$ cat config.mk
export PLATFORM = sky130hd
export DESIGN_NAME = ps2_keystroke_flat
export DESIGN_NICKNAME = d
export VERILOG_FILES = /design/src/rtl/ps2_keystroke_if.sv /design/src/rtl/ps2_keystroke.sv /design/src/flat_wrapper.sv
export SDC_FILE = /design/constraint.sdc
export NUM_CORES = 1
export LEC_CHECK = 0
export BUFFER_PORTS_ARGS = -buffer_cell sky130_fd_sc_hd__buf_2
export CAP_MARGIN = 20
export CORE_MARGIN = 5
export CORE_UTILIZATION = 40
export DETAILED_ROUTE_END_ITERATION = 12
export PLACE_DENSITY = 0.57
export SKIP_CTS_REPAIR_TIMING = 1
export SKIP_LAST_GASP = 1
export SYNTH_ARGS = -nofsm -noshare
export SYNTH_HDL_FRONTEND = slang
export SYNTH_SLANG_ARGS = --single-unit
$ cat constraint.sdc
create_clock -name clk -period 7.1 [get_ports clk]
set_clock_uncertainty 0.15 [all_clocks]
set_input_delay 1.065 -clock clk [delete_from_list [all_inputs] [get_ports clk]]
set_output_delay 1.065 -clock clk [all_outputs]
set_load 0.005 [all_outputs]
$ cat src/rtl/ps2_keystroke_if.sv
// PS/2 keystroke bundle: raw PS/2 pins in, held scan code and event pulses out.
// Slave modport is the receiver; master modport is whoever drives the pins.
// No backpressure: pulses are one-cycle events and the code is a level.
interface ps2_keystroke_if;
    logic       ps2_clk;
    logic       ps2_data;
    logic [7:0] key_stroke;
    logic       extended;
    logic       key_valid;
    logic       key_release;
    logic       frame_err;
    logic [7:0] err_count;

    modport slave (
        input  ps2_clk,
        input  ps2_data,
        output key_stroke,
        output extended,
        output key_valid,
        output key_release,
        output frame_err,
        output err_count
    );

    modport master (
        output ps2_clk,
        output ps2_data,
        input  key_stroke,
        input  extended,
        input  key_valid,
        input  key_release,
        input  frame_err,
        input  err_count
    );
endinterface

$ cat src/rtl/ps2_keystroke.sv
// PS/2 keyboard receiver: sync + glitch-filter pins, deframe 11-bit frames, track E0/F0, hold make code.
// Latency: pin edge to fall = 2 sync + FILTER_LEN filter + 1; outputs register one clk after the stop-bit fall.
// No backpressure: the keyboard cannot be stalled, so every accepted byte is acted on immediately.
module ps2_keystroke #(
    parameter int FILTER_LEN     = 4,
    parameter int TIMEOUT_CYCLES = 20000
) (
    input  logic            clk,
    input  logic            rst_n,
    ps2_keystroke_if.slave  bus
);
    localparam int TW = $clog2(TIMEOUT_CYCLES + 1);

    typedef enum logic [1:0] {IDLE, DATA, PARITY, STOP} state_t;

    // Input path registers; idle bus is high so everything resets to 1.
    logic          r_clk_s1, r_clk_s2, r_dat_s1, r_dat_s2;
    logic          r_filt, r_filt_d;
    logic [3:0]    r_fcnt;
    logic          w_fall;

    // Deframer state.
    state_t        r_state, w_state_nx;
    logic [2:0]    r_bitcnt, w_bitcnt_nx;
    logic [7:0]    r_shift, w_shift_nx;
    logic          r_par, w_par_nx;
    logic [TW-1:0] r_tmo, w_tmo_nx;
    logic          w_byte_vld, w_err;

    // Byte interpretation / output state.
    logic [7:0]    r_key, r_ecnt;
    logic          r_ext, r_kv, r_kr, r_fe, r_ext_pend, r_brk_pend;

    // Two-flop synchronizers on both pins.
    always_ff @(posedge clk or negedge rst_n) begin
        if (!rst_n) begin
            r_clk_s1 <= 1'b1;
            r_clk_s2 <= 1'b1;
            r_dat_s1 <= 1'b1;
            r_dat_s2 <= 1'b1;
        end else begin
            r_clk_s1 <= bus.ps2_clk;
            r_clk_s2 <= r_clk_s1;
            r_dat_s1 <= bus.ps2_data;
            r_dat_s2 <= r_dat_s1;
        end
    end

    // Glitch filter: the filtered clock follows only after FILTER_LEN consecutive differing samples.
    always_ff @(posedge clk or negedge rst_n) begin
        if (!rst_n) begin
            r_filt   <= 1'b1;
            r_filt_d <= 1'b1;
            r_fcnt   <= '0;
        end else begin
            r_filt_d <= r_filt;
            if (r_clk_s2 != r_filt) begin
                if (r_fcnt == 4'(FILTER_LEN - 1)) begin
                    r_filt <= r_clk_s2;
                    r_fcnt <= '0;
                end else begin
                    r_fcnt <= r_fcnt + 4'd1;
                end
            end else begin
                r_fcnt <= '0;
            end
        end
    end

    assign w_fall = r_filt_d & ~r_filt;

    // Deframer state register.
    always_ff @(posedge clk or negedge rst_n) begin
        if (!rst_n) begin
            r_state  <= IDLE;
            r_bitcnt <= '0;
            r_shift  <= '0;
            r_par    <= 1'b0;
            r_tmo    <= '0;
        end else begin
            r_state  <= w_state_nx;
            r_bitcnt <= w_bitcnt_nx;
            r_shift  <= w_shift_nx;
            r_par    <= w_par_nx;
            r_tmo    <= w_tmo_nx;
        end
    end

    // Deframer next state: one bit per filtered falling edge, timeout while mid-frame.
    always_comb begin
        w_state_nx  = r_state;
        w_bitcnt_nx = r_bitcnt;
        w_shift_nx  = r_shift;
        w_par_nx    = r_par;
        w_tmo_nx    = w_fall ? '0 : r_tmo + TW'(1);
        w_byte_vld  = 1'b0;
        w_err       = 1'b0;
        case (r_state)
            IDLE: begin
                w_tmo_nx = '0;
                if (w_fall) begin
                    if (!r_dat_s2) begin
                        w_state_nx  = DATA;
                        w_bitcnt_nx = '0;
                    end else begin
                        w_err = 1'b1;
                    end
                end
            end
            DATA: begin
                if (w_fall) begin
                    w_shift_nx = {r_dat_s2, r_shift[7:1]};
                    if (r_bitcnt == 3'd7) w_state_nx = PARITY;
                    else                  w_bitcnt_nx = r_bitcnt + 3'd1;
                end
            end
            PARITY: begin
                if (w_fall) begin
                    w_par_nx   = r_dat_s2;
                    w_state_nx = STOP;
                end
            end
            STOP: begin
                if (w_fall) begin
                    w_state_nx = IDLE;
                    if (r_dat_s2 && (^{r_shift, r_par})) w_byte_vld = 1'b1;
                    else                                 w_err      = 1'b1;
                end
            end
            default: w_state_nx = IDLE;
        endcase
        // A stalled keyboard mid-frame drops the partial byte.
        if (r_state != IDLE && !w_fall && r_tmo == TW'(TIMEOUT_CYCLES - 1)) begin
            w_err      = 1'b1;
            w_state_nx = IDLE;
            w_tmo_nx   = '0;
        end
    end

    // Byte interpretation: prefix tracking, held code, pulses and saturating error count.
    always_ff @(posedge clk or negedge rst_n) begin
        if (!rst_n) begin
            r_key      <= 8'h00;
            r_ext      <= 1'b0;
            r_kv       <= 1'b0;
            r_kr       <= 1'b0;
            r_fe       <= 1'b0;
            r_ecnt     <= 8'h00;
            r_ext_pend <= 1'b0;
            r_brk_pend <= 1'b0;
        end else begin
            r_kv <= 1'b0;
            r_kr <= 1'b0;
            r_fe <= 1'b0;
            if (w_err) begin
                r_fe       <= 1'b1;
                r_ext_pend <= 1'b0;
                r_brk_pend <= 1'b0;
                if (r_ecnt != 8'hFF) r_ecnt <= r_ecnt + 8'd1;
            end else if (w_byte_vld) begin
                if (r_shift == 8'hE0) begin
                    r_ext_pend <= 1'b1;
                end else if (r_shift == 8'hF0) begin
                    r_brk_pend <= 1'b1;
                end else if (r_brk_pend) begin
                    r_ext_pend <= 1'b0;
                    r_brk_pend <= 1'b0;
                    if (r_shift == r_key && r_ext_pend == r_ext) begin
                        r_key <= 8'h00;
                        r_ext <= 1'b0;
                        r_kr  <= 1'b1;
                    end
                end else begin
                    r_key      <= r_shift;
                    r_ext      <= r_ext_pend;
                    r_kv       <= 1'b1;
                    r_ext_pend <= 1'b0;
                    r_brk_pend <= 1'b0;
                end
            end
        end
    end

    assign bus.key_stroke  = r_key;
    assign bus.extended    = r_ext;
    assign bus.key_valid   = r_kv;
    assign bus.key_release = r_kr;
    assign bus.frame_err   = r_fe;
    assign bus.err_count   = r_ecnt;
endmodule

$ cat src/flat_wrapper.sv
// flat-port wrapper written by rule: the top's interface ports become plain ports
module ps2_keystroke_flat 
#(
    parameter int FILTER_LEN     = 4,
    parameter int TIMEOUT_CYCLES = 20000
)
  (clk, rst_n, bus_ps2_clk, bus_ps2_data, bus_key_stroke, bus_extended, bus_key_valid, bus_key_release, bus_frame_err, bus_err_count);
  ps2_keystroke_if bus_i ();
  input  logic clk;
  input  logic rst_n;
  input wire logic [$bits(bus_i.ps2_clk)-1:0] bus_ps2_clk;
  input wire logic [$bits(bus_i.ps2_data)-1:0] bus_ps2_data;
  output wire logic [$bits(bus_i.key_stroke)-1:0] bus_key_stroke;
  output wire logic [$bits(bus_i.extended)-1:0] bus_extended;
  output wire logic [$bits(bus_i.key_valid)-1:0] bus_key_valid;
  output wire logic [$bits(bus_i.key_release)-1:0] bus_key_release;
  output wire logic [$bits(bus_i.frame_err)-1:0] bus_frame_err;
  output wire logic [$bits(bus_i.err_count)-1:0] bus_err_count;
  assign bus_i.ps2_clk = bus_ps2_clk;
  assign bus_i.ps2_data = bus_ps2_data;
  assign bus_key_stroke = bus_i.key_stroke;
  assign bus_extended = bus_i.extended;
  assign bus_key_valid = bus_i.key_valid;
  assign bus_key_release = bus_i.key_release;
  assign bus_frame_err = bus_i.frame_err;
  assign bus_err_count = bus_i.err_count;
  ps2_keystroke #(.FILTER_LEN(FILTER_LEN), .TIMEOUT_CYCLES(TIMEOUT_CYCLES)) u_core (.clk(clk), .rst_n(rst_n), .bus(bus_i));
endmodule
# After elaboration in Yosys (flattened, before gate mapping)
# Index checks and enable logic that the tools add are counted.
[classes] mux=51 eq_ne=25 addsub=4 reduce_logical=19 n_shift=0 div_mod_pow=0 n_mul=0 magnitude_cmp=0 bitwise_logic=5
[op_table] operator="15-bit two-way mux" n=3
[op_table] operator="1-bit two-way mux" n=30
[op_table] operator="3-bit by 1-bit inequality test with 1-bit output (second input constant)" n=6
[op_table] operator="8-bit equality test (second input constant)" n=2
[op_table] operator="8-bit two-way mux" n=2
[op_table] operator="15-bit by 1-bit adder with 15-bit output (second input constant)" n=1
[op_table] operator="15-bit equality test (second input constant)" n=1
[op_table] operator="2-bit two-way mux" n=7
[op_table] operator="3-bit two-way mux" n=4
[op_table] operator="2-bit AND reduction" n=6
[op_table] operator="5-bit AND reduction" n=2
[op_table] operator="9-bit XOR reduction" n=1
[op_table] operator="8-bit by 1-bit adder with 8-bit output (second input constant)" n=1
[op_table] operator="8-bit equality test" n=1
[op_table] operator="4-bit two-way mux" n=2
[op_table] operator="8-bit inequality test (second input constant)" n=1
[op_table] operator="2-bit case mux with 4 select lines" n=1
[op_table] operator="2-bit by 1-bit inequality test with 1-bit output (second input constant)" n=3
[op_table] operator="2-bit inequality test (second input constant)" n=3
[op_table] operator="3-bit case mux with 2 select lines" n=1
[op_table] operator="6-bit AND reduction" n=1
[op_table] operator="2-bit nonzero test" n=3
[op_table] operator="4-bit by 1-bit adder with 4-bit output (second input constant)" n=1
[op_table] operator="2-bit equality test (second input constant)" n=2
[op_table] operator="other kinds (13)" n=19
[word_totals] romBits=0 mem_bits_rw=0 latch_bits=0 register_bits=61 inputBits=4 wordCells=124 memories=0

# Depth between registers and ports, before layout
# Gate-level depths: netlist of the first run.
[depth] word_depth=8 mapped_depth=8

# Worst setup path after synthesis of the first run
# No wires, ideal clock.
[synth_path] kind="reg2reg" start="register u_core.r_tmo[8]" end="register u_core.r_ecnt[1], in the netlist u_core.bus.err_count[1]" path_buffers=0 arrival_ns=1.980 setup_time_ns=0.125 path_slack_ns=4.845 required_time_ns=6.825 path_stages_with_launch=7 cell_sequence="dfrtp_1 -> or4_1 -> nor4_2 -> a21oi_1 -> a31oi_4 -> nand2_1 -> mux2_4"
[synth_via] elab_chain_len=4
[synth_lines] element="from (decl)" line_no="ps2_keystroke.sv:27" text="logic [TW-1:0] r_tmo, w_tmo_nx;"
[synth_lines] element="from (signal assigned)" line_no="ps2_keystroke.sv:85" text="r_tmo <= w_tmo_nx;"
[synth_lines] element="15-bit equality test" line_no="ps2_keystroke.sv:133" text="if (r_state != IDLE && !w_fall && r_tmo == TW'(TIMEOUT_CYCLES - 1)) begin"
[synth_lines] element="1-bit logical AND" line_no="ps2_keystroke.sv:133"
[synth_lines] element="1-bit two-way mux" line_no="ps2_keystroke.sv:133"
[synth_lines] element="named net u_core.w_err" line_no="ps2_keystroke.sv:28" text="logic w_byte_vld, w_err;"
[synth_lines] element="2-bit AND reduction (no line)"
[synth_lines] element="to (signal assigned)" line_no="ps2_keystroke.sv:159" text="if (r_ecnt != 8'hFF) r_ecnt <= r_ecnt + 8'd1;"
[synth_lines] element="to (decl)" line_no="ps2_keystroke.sv:31" text="logic [7:0] r_key, r_ecnt;"
# The timed path passes the listed nets, and every way through them passes these cells.
# A chain may end at the register's enable or synchronous reset.

# Worst setup path after layout of the first run
# Ends and elaborated chain as after synthesis.

==> out/qor.yml, run 1 <==
area_delta_synth_final_pct: 13.3
synthTopCellsByCount: "55 x dfrtp_1, 25 x nor2_1, 22 x xnor2_1, 20 x mux2_2, 17 x nand3_1"
ant_nets: 0
startpoint_type: "flip-flop"
grt_pass1_wl_um: 9280
synth_compound_area_share_pct: 4.62
grt_pass1_vias: 1924
synth.yosys.seq_area_share_pct: 51.4
synth.area.mux_share_pct: 8.06
wl_met1_um: 2770
io_pins: 24
synth.most_common_cell: "dfrtp_1"
hp-class: "flip-flop to flip-flop"
crit_fanout: 10
setup-violations-final: 0
cp.required_ps: 7180
worst_pin_slew_ps: 764
tns_ps: 0
nets: 309
ir_drop_uv: 160
netlist_top_cells_area: "dfrtp_1 46%, mux2_2 7.6%, xnor2_1 6.5%"
cp-end-kind: "flip-flop"
clk-insertion-delay-late_ps: 340
synthSimpleGateAreaFrac_pct: 18.9
placed_area_sq_mm: 0.00322
die_h_um: 96.3
clock_tree.buffer_depth: 2
io_buffers: 23
setup_slack_ps: 4670
layout.cells.non_filler: 400
path_class: "flip-flop to flip-flop"
wl_met2_um: 2240
synthXorXnorAreaFrac_pct: 11.8
pwr_density_cell_mw_per_mm2: 328
final_core_util_pct: 46.6
synthAdderAreaFrac_pct: 3.78
rrSetupSlack_ps: 4670
cp_data_arrival_time_ps: 2500
yosysTopAreaCell: "dfrtp_1"
fin_crit_sh_pct: 34.2
maxSlewViolCount: 0
netlist.area_leader.share_pct: 46.2
fp-row-count: 31
relSlewSlack_pct: 49.1
antenna_found_initial: 0
syn_nets: 276
syn_avg_cell_area_sq_um: 11.3
drcViolationCount: 0
fmax_mhz: 412
cts_tree: "done"
final_cell_area_sq_mm: 0.00338
synth_edf_count: 0
synth-seq-cells: 61
drtIter0Drc: 68
numCtsBuffers: 9
vias_per_cell: 4.87
finalWirelength_um: 5300
grt_overflow: 0
die_x_um: 96.3
grt_max_degree: 62
coreArea_sq_mm: 0.00725
synth_warnings: 0
placed_cells: 384
first_pass_iters: 5
synth_flop_cell: "dfrtp_1"
htreeDepth: 3
synth_top_family_by_area: "simple AND/OR/NAND/NOR gates"
clk_pin_slew_ps: 70
diodes: 0
async_reset_ff_share_pct: 100
numClockSinks: 61
start_util_pct: 41.1
vias: 1946
drive_gt1_share_pct: 23.6
regArea_sq_mm: 0.00153
multi_input_area_sq_mm: 0.00141
postSynthCellCount: 263
drv_cap: 0
globalplace.congestion: 0.815
fill_cells: 702
rsz0062_at_grt: "no"
post-place-ws_ps: 4680
power_leakage_nw: 1.58
wl_met3_um: 254
finalHoldViolCount: 0
synth_cell_type_count: 37
status: "finished, final reports clean"
dp.final_hpwl_um: 3580
die-area_sq_mm: 0.00928
period_needed_ps: 2430
top_layer: "met4"
cts-root-buf: "clkbuf_8"
track_usage_pct: 13.2
syn_area_sq_mm: 0.00298
wl_per_cell_um: 13.3
flip-flops by register name (all words and copies together) (netlist names), 2 cells and up:
name	count
u_core.bus.key_stroke	8
u_core.r_bitcnt	3
u_core.r_fcnt	4
u_core.r_state	2
u_core.bus.err_count	8
u_core.r_tmo	15
u_core.r_shift	8
cell usage in the layout, fill, tap and decap left out, types with 2 or more instances in the layout:
cell type	count
a21oi_1	3
a41oi_1	2
and2_1	3
and3_1	12
buf_2	23
clkbuf_1	2
clkbuf_8	9
clkinv_2	4
dfrtp_1	55
dfstp_2	6
ha_1	9
inv_1	9
mux2_2	20
nand2_1	14
nand2b_1	5
nand3_1	17
nand3b_1	2
nand4_1	4
nor2_1	25
nor2b_1	10
nor3_1	5
nor4_1	2
o21ai_0	7
or4_1	2
xnor2_1	22
xnor2_2	2
xor2_1	12
per-stage QoR:
step | power (W) | hold slack (ps)
floorplan | 0.000768 | 195
global placement | 0.000859 | 198
detailed placement | 0.000861 | 205
CTS | 0.00113 | 216
global route | 0.00120 | 220
finish | 0.00111 | 215
kinds of logic after synthesis:
| kind of cell | count (synthesis) |
|---|---|
| adders and majority gates | 9 |
| and+or+nand+nor | 106 |
| buffers and inverters | 11 |
| DFF | 61 |
| AOI/OAI and AO/OA | 18 |
| muxes | 21 |
| xor gates and xnor gates | 37 |
report_power, final:
group / leakage (nW) / internal, W / switching, W
Clock: 0.0829 / 0.000124 / 0.000131
Combinational: 0.690 / 0.000175 / 0.000196
Sequential: 0.812 / 0.000414 / 0.0000692
cell type report:
class | instances | area share [%]
tap | 99 | 3.67
inverter | 9 | 1.00
clock inverter | 5 | 0.815
multi-input combinational | 191 | 41.6
clock buffer | 11 | 3.89
sequential | 61 | 45.4
timing repair buffer | 24 | 3.63
worst max-delay path, stage by stage (launching register included):
cell and delay (ps):
dfrtp_1 420, or4_1 530, nor4_2 270, a21oi_1 150, a31oi_4 310, nand2_1 170, mux2_4 320
final timing paths:
kind	start	to	depth (start not counted)
max	u_core.r_tmo[8]$_DFF_PN0_	u_core.bus.err_count[1]$_DFFE_PN0P_	6
max reg2reg	u_core.r_tmo[8]$_DFF_PN0_	u_core.bus.err_count[1]$_DFFE_PN0P_	6
min reg2reg	u_core.r_dat_s1$_DFF_PN1_	u_core.r_dat_s2$_DFF_PN1_	0
max in group asynchronous	rst_n	u_core.r_shift[7]$_DFFE_PN0P_	2
min in group asynchronous	rst_n	u_core.r_tmo[2]$_DFF_PN0_	2
min	u_core.r_dat_s1$_DFF_PN1_	u_core.r_dat_s2$_DFF_PN1_	0
metal layers:
metal	up-vias	GRT usage (%)
li1	974	-
met1	937	19.1
met2	31	17.6
met3	4	6.02
met4	0	3.86
met5	-	0
Note: power is estimated with default switching activity, not from simulation.
==> run 2, diff against run 1 <==
- PLACE_DENSITY: 0.57 -> 0.59
- clock period: 7.1 -> 2 ns (I/O delays scaled with it)
==> out/qor.yml, run 2 (synthesis gave the netlist of run 1 again) <==
wl_per_cell_um: 13.6  # +2.6%
ant_nets: 0  # unchanged
numClockSinks: 61  # unchanged
drcViolationCount: 0  # unchanged
worst_pin_slew_ps: 433  # -331 ps
antenna_found_initial: 0  # unchanged
clkPwrFrac_pct: 27.7  # +4.7 points
track_usage_pct: 14.3  # +1.0 points
rsz0062_at_grt: "yes"
coreArea_sq_mm: 0.00725  # unchanged
grt_max_degree: 30  # -52%
setup-violations-final: 21  # +21
cts_tree: "done"
area_delta_synth_final_pct: 29.8
fmax_mhz: 439  # +6.4%
whs_ps: 205  # -10.1 ps
nets: 352  # +14%
switching_share_pct: 32.1  # -3.7 points
relSlewSlack_pct: 71.1  # +22 points
p_seq_share_pct: 34.0  # -9.5 points
cp_data_arrival_time_ps: 2350  # -150 ps
numCtsBuffers: 9  # unchanged
tns_ps: -4130  # -4130 ps
io_buffers: 23  # unchanged
cp-end-kind: "flip-flop"
maxSlewViolCount: 0  # unchanged
path_class: "flip-flop to flip-flop"
io_pins: 24  # unchanged
internal_power_w: 0.00330  # +360%
die_x_um: 96.3  # unchanged
violations: "setup timing"
pwr_density_cell_mw_per_mm2: 1260  # +280%
power_w: 0.00486  # +340%
layout_common_cells: "55 x dfrtp_1, 36 x buf_4, 25 x nor2_1"
largest_register: "u_core.r_tmo"
power_leakage_nw: 1.85  # +17%
drive_gt1_share_pct: 34.6  # +11 points
vias_per_cell: 4.85  # -0.24%
drv_cap: 0  # unchanged
diodes: 0  # unchanged
vias: 2150  # +10%
globalplace.congestion: 0.750  # -8.0%
grt_pass1_wl_um: 10000  # +8.2%
dp.final_hpwl_um: 4220  # +18%
setup_slack_ps: -281  # -4950 ps
start_util_pct: 41.1  # unchanged
clk-insertion-delay-late_ps: 330  # about the same
finalHoldViolCount: 0  # unchanged
crit_chain: "or4bb_4 > nor4_4 > nand2_1 > a31oi_4 > nand4_1 > mux2_2"
crit_path_max_incr_delay_ps: 550  # +20 ps
layout_commonest_cell: "dfrtp_1"
startpoint_type: "flip-flop"
fin_crit_sh_pct: 114  # +80 points
fp-row-count: 31  # unchanged
ir_drop_uv: 658  # +310%
cp.required_ps: 2070  # -5110 ps
grt_pass1_vias: 2112  # +9.8%
die_h_um: 96.3  # unchanged
netSwitchingPower_w: 0.00156  # +290%
slowest_stage: "or4bb_4"
crit_fanout: 6  # -4
finalWirelength_um: 6030  # +14%
htreeDepth: 3  # unchanged
comb_power_share_pct: 38.3  # +4.8 points
first_pass_iters: 4  # -1
grt_overflow: 0  # unchanged
status: "finished with violations"
clk_pin_slew_ps: 70  # about the same
die-area_sq_mm: 0.00928  # unchanged
period_needed_ps: 2280  # -146 ps
largest_register_ffs: 15  # unchanged
hp-class: "flip-flop to flip-flop"
clock_tree.buffer_depth: 2  # unchanged
drtIter0Drc: 64  # -5.9%
cts-root-buf: "clkbuf_8"
[run 2: critical path, delay by kind of cell (launching register included)]
family | cells | cell delay [ps]
muxes | 1 | 290
AOI/OAI and AO/OA | 1 | 280
and+or+nand+nor | 4 | 1080
DFF | 1 | 380
[run 2: layout make-up]
class                           instances  area (sq um)
Clock inverter                          6           110
Timing Repair Buffer                   66           478
Multi-Input combinational cell        192          1450
Clock buffer                           10           138
Fill cell                             644          3380
Tap cell                               99           124
Inverter                                9          33.8
Sequential cell                        61          1530
[run 2: layer usage]
metal / global-route usage (%) / part of all wire, % / vias up
li1: - / - / 1060
met1: 19.6 / 49 / 1046
met2: 21.2 / 46 / 32
met3: 3.13 / 3.2 / 12
met4: 7.01 / 1.8 / 0
met5: 0 / 0 / -
[run 2: stage by stage]
stage / std cells / cell area [sq um] / utilization (%) / worst slack [ps]
2_1_floorplan: 263 / 2980 / - / -222
3_3_place_gp: 421 / 3530 / 48.6 / -241
3_5_place_dp: 421 / 3530 / 48.6 / -268
4_1_cts: 437 / 3770 / 52.0 / -288
5_1_grt: 443 / 3870 / 53.3 / -372
6_report: 443 / 3870 / 53.3 / -281
[run 2: power by group through the flow]
stage / sequential [W] / combinational [W] / clock, W
floorplan: 0.00168 / 0.00107 / 0
global placement: 0.00167 / 0.00171 / 0
detailed placement: 0.00167 / 0.00172 / 0
CTS: 0.00166 / 0.00174 / 0.00139
global route: 0.00169 / 0.00204 / 0.00146
finish: 0.00165 / 0.00186 / 0.00135
[run 2: final timing paths]
kind | startpoint | to | slack, ps | cells after the start
setup reg to reg | u_core.r_tmo[13]$_DFF_PN0_ | u_core.bus.err_count[6]$_DFFE_PN0P_ | -280 | 6
max in group asynchronous | rst_n | u_core.bus.key_stroke[3]$_DFFE_PN0P_ | 750 | 4
hold / removal | u_core.r_clk_s1$_DFF_PN1_ | u_core.r_clk_s2$_DFF_PN1_ | 200 | 0
hold reg to reg | u_core.r_clk_s1$_DFF_PN1_ | u_core.r_clk_s2$_DFF_PN1_ | 200 | 0
setup / recovery | u_core.r_tmo[13]$_DFF_PN0_ | u_core.bus.err_count[6]$_DFFE_PN0P_ | -280 | 6
min in group asynchronous | rst_n | u_core.r_tmo[2]$_DFF_PN0_ | 290 | 2
==> run 3, diff against run 2 <==
- CORE_MARGIN: 5 -> 2
==> out/qor.yml, run 3 (synthesis gave the netlist of run 1 again) <==
die_x_um: 90.3  # -6.2%
rrSetupSlack_ps: -280  # about the same
final_cell_area_sq_mm: 0.00382  # -1.2%
cp.required_ps: 2070  # about the same
grt_overflow: 0  # unchanged
cp_data_arrival_time_ps: 2350  # about the same
finalHoldViolCount: 0  # unchanged
cts_tree: "done"
layout_commonest_cell: "dfrtp_1"
coreArea_sq_mm: 0.00725  # unchanged
area_delta_synth_final_pct: 28.2
maxSlewViolCount: 0  # unchanged
crit_path_max_incr_delay_ps: 450  # -100 ps
grt_pass1_vias: 2075  # -1.8%
layout_common_cells: "55 x dfrtp_1, 36 x buf_4, 25 x nor2_1"
placed_area_sq_mm: 0.00353  # about the same
netSwitchingPower_w: 0.00154  # -1.1%
io_pins: 24  # unchanged
grt_pass1_wl_um: 9900  # -1.4%
drive_gt1_share_pct: 34.6  # unchanged
nets: 352  # unchanged
setup-violations-final: 20  # -4.8%
crit_fanout: 5  # -1
vias_per_cell: 4.87  # +0.28%
ir_drop_uv: 528  # -20%
clk-insertion-delay-late_ps: 340  # about the same
comb_power_share_pct: 39.9  # +1.6 points
fin_crit_sh_pct: 114  # +0.19 points
drv_cap: 0  # unchanged
path_class: "flip-flop to flip-flop"
drtIter0Drc: 82  # +28%
clock_tree.buffer_depth: 2  # unchanged
crit_chain: "xnor2_2 > xnor3_1 > xnor2_2 > buf_4 > a31oi_4 > nand4_1 > mux2_2"
clk_pin_slew_ps: 70  # about the same
worst_pin_slew_ps: 417  # -15.7 ps
numClockSinks: 61  # unchanged
numCtsBuffers: 9  # unchanged
violations: "setup timing"
switching_share_pct: 34.0  # +2.0 points
largest_register: "u_core.r_tmo"
globalplace.congestion: 0.750  # about the same
vias: 2156  # +0.28%
htreeDepth: 3  # unchanged
io_buffers: 23  # unchanged
wl_per_cell_um: 13.3  # -2.0%
antenna_found_initial: 0  # unchanged
cts-root-buf: "clkbuf_8"
slowest_stage: "xnor3_1"
grt_max_degree: 62  # +110%
critical_path.most_common_cell: "xnor2_2"
p_seq_share_pct: 36.6  # +2.6 points
status: "finished with violations"
die-area_sq_mm: 0.00816  # -12%
clkPwrFrac_pct: 23.5  # -4.2 points
internal_power_w: 0.00299  # -9.5%
first_pass_iters: 6  # +2
pwr_density_cell_mw_per_mm2: 1190  # -5.7%
largest_register_ffs: 15  # unchanged
finalWirelength_um: 5910  # -2.0%
startpoint_type: "flip-flop"
post-place-ws_ps: -265  # +3.26 ps
hp-class: "flip-flop to flip-flop"
relSlewSlack_pct: 72.1  # +0.98 points
setup_slack_ps: -284  # -3.82 ps
rsz0062_at_grt: "yes"
diodes: 0  # unchanged
fmax_mhz: 438  # -0.17%
period_needed_ps: 2280  # +3.82 ps
final_core_util_pct: 52.7  # -0.62 points
critPathBufInv: 1  # +1
drcViolationCount: 0  # unchanged
power_leakage_nw: 1.83  # -0.95%
ant_nets: 0  # unchanged
crit_family: "XOR/XNOR gates"
dp.final_hpwl_um: 3940  # -6.6%
die_h_um: 90.3  # -6.2%
cp-end-kind: "flip-flop"
track_usage_pct: 15.2  # +0.94 points
start_util_pct: 41.1  # unchanged
fp-row-count: 31  # unchanged
-- run 3: cell types whose count changed in the layout (fill, tap and decap cells not counted), sizes merged --
| cell | delta |
|---|---|
| bufinv | -3 |
| clkbuf | +5 |
| clkinvlp | -2 |
-- run 3: per-stage QoR --
step | TNS [ps] | hold slack [ps] | total power [W] | cells
final | -3380 | 207 | 0.00453 | 443
after global routing | -5240 | 209 | 0.00482 | 443
after CTS | -3400 | -177 | 0.00453 | 439
after detailed placement | -3060 | 191 | 0.00345 | 423
after global placement | -2450 | 188 | 0.00342 | 423
after floorplan | -2510 | -146 | 0.00275 | 263
-- run 3: layout make-up --
type | count | area [sq um]
Fill cell | 666 | 3430
Clock inverter | 1 | 5.00
Timing Repair Buffer | 66 | 469
Sequential cell | 61 | 1530
Inverter | 9 | 33.8
Tap cell | 99 | 124
Multi-Input combinational cell | 192 | 1470
Clock buffer | 15 | 186
-- run 3: power groups by stage --
stage	Clock, W	Combinational, W	Sequential (W)
CTS	0.00109	0.00179	0.00165
finish	0.00107	0.00181	0.00166
floorplan	0	0.00107	0.00168
detailed placement	0	0.00178	0.00167
global route	0.00114	0.00200	0.00169
global placement	0	0.00175	0.00167
-- run 3: path summary, 6_finish.rpt --
path / end / startpoint / cells past startpoint
min in group asynchronous: u_core.r_fcnt[2]$_DFF_PN0_ / rst_n / 3
worst max-delay path: u_core.bus.err_count[6]$_DFFE_PN0P_ / u_core.r_shift[1]$_DFFE_PN0P_ / 7
worst min-delay path: u_core.r_dat_s2$_DFF_PN1_ / u_core.r_dat_s1$_DFF_PN1_ / 0
max in group asynchronous: u_core.r_dat_s1$_DFF_PN1_ / rst_n / 3
worst max register to register: u_core.bus.err_count[6]$_DFFE_PN0P_ / u_core.r_shift[1]$_DFFE_PN0P_ / 7
worst min register to register: u_core.r_dat_s2$_DFF_PN1_ / u_core.r_dat_s1$_DFF_PN1_ / 0
-- run 3: routing by layer --
metal  part of all wire [%]  up-vias  GRT usage, %
met1                     51     1055          21.5
met5                      0        -             0
met2                     45       39          22.4
met3                    3.5        6          3.09
met4                   0.93        0          7.31
li1                       -     1056             -
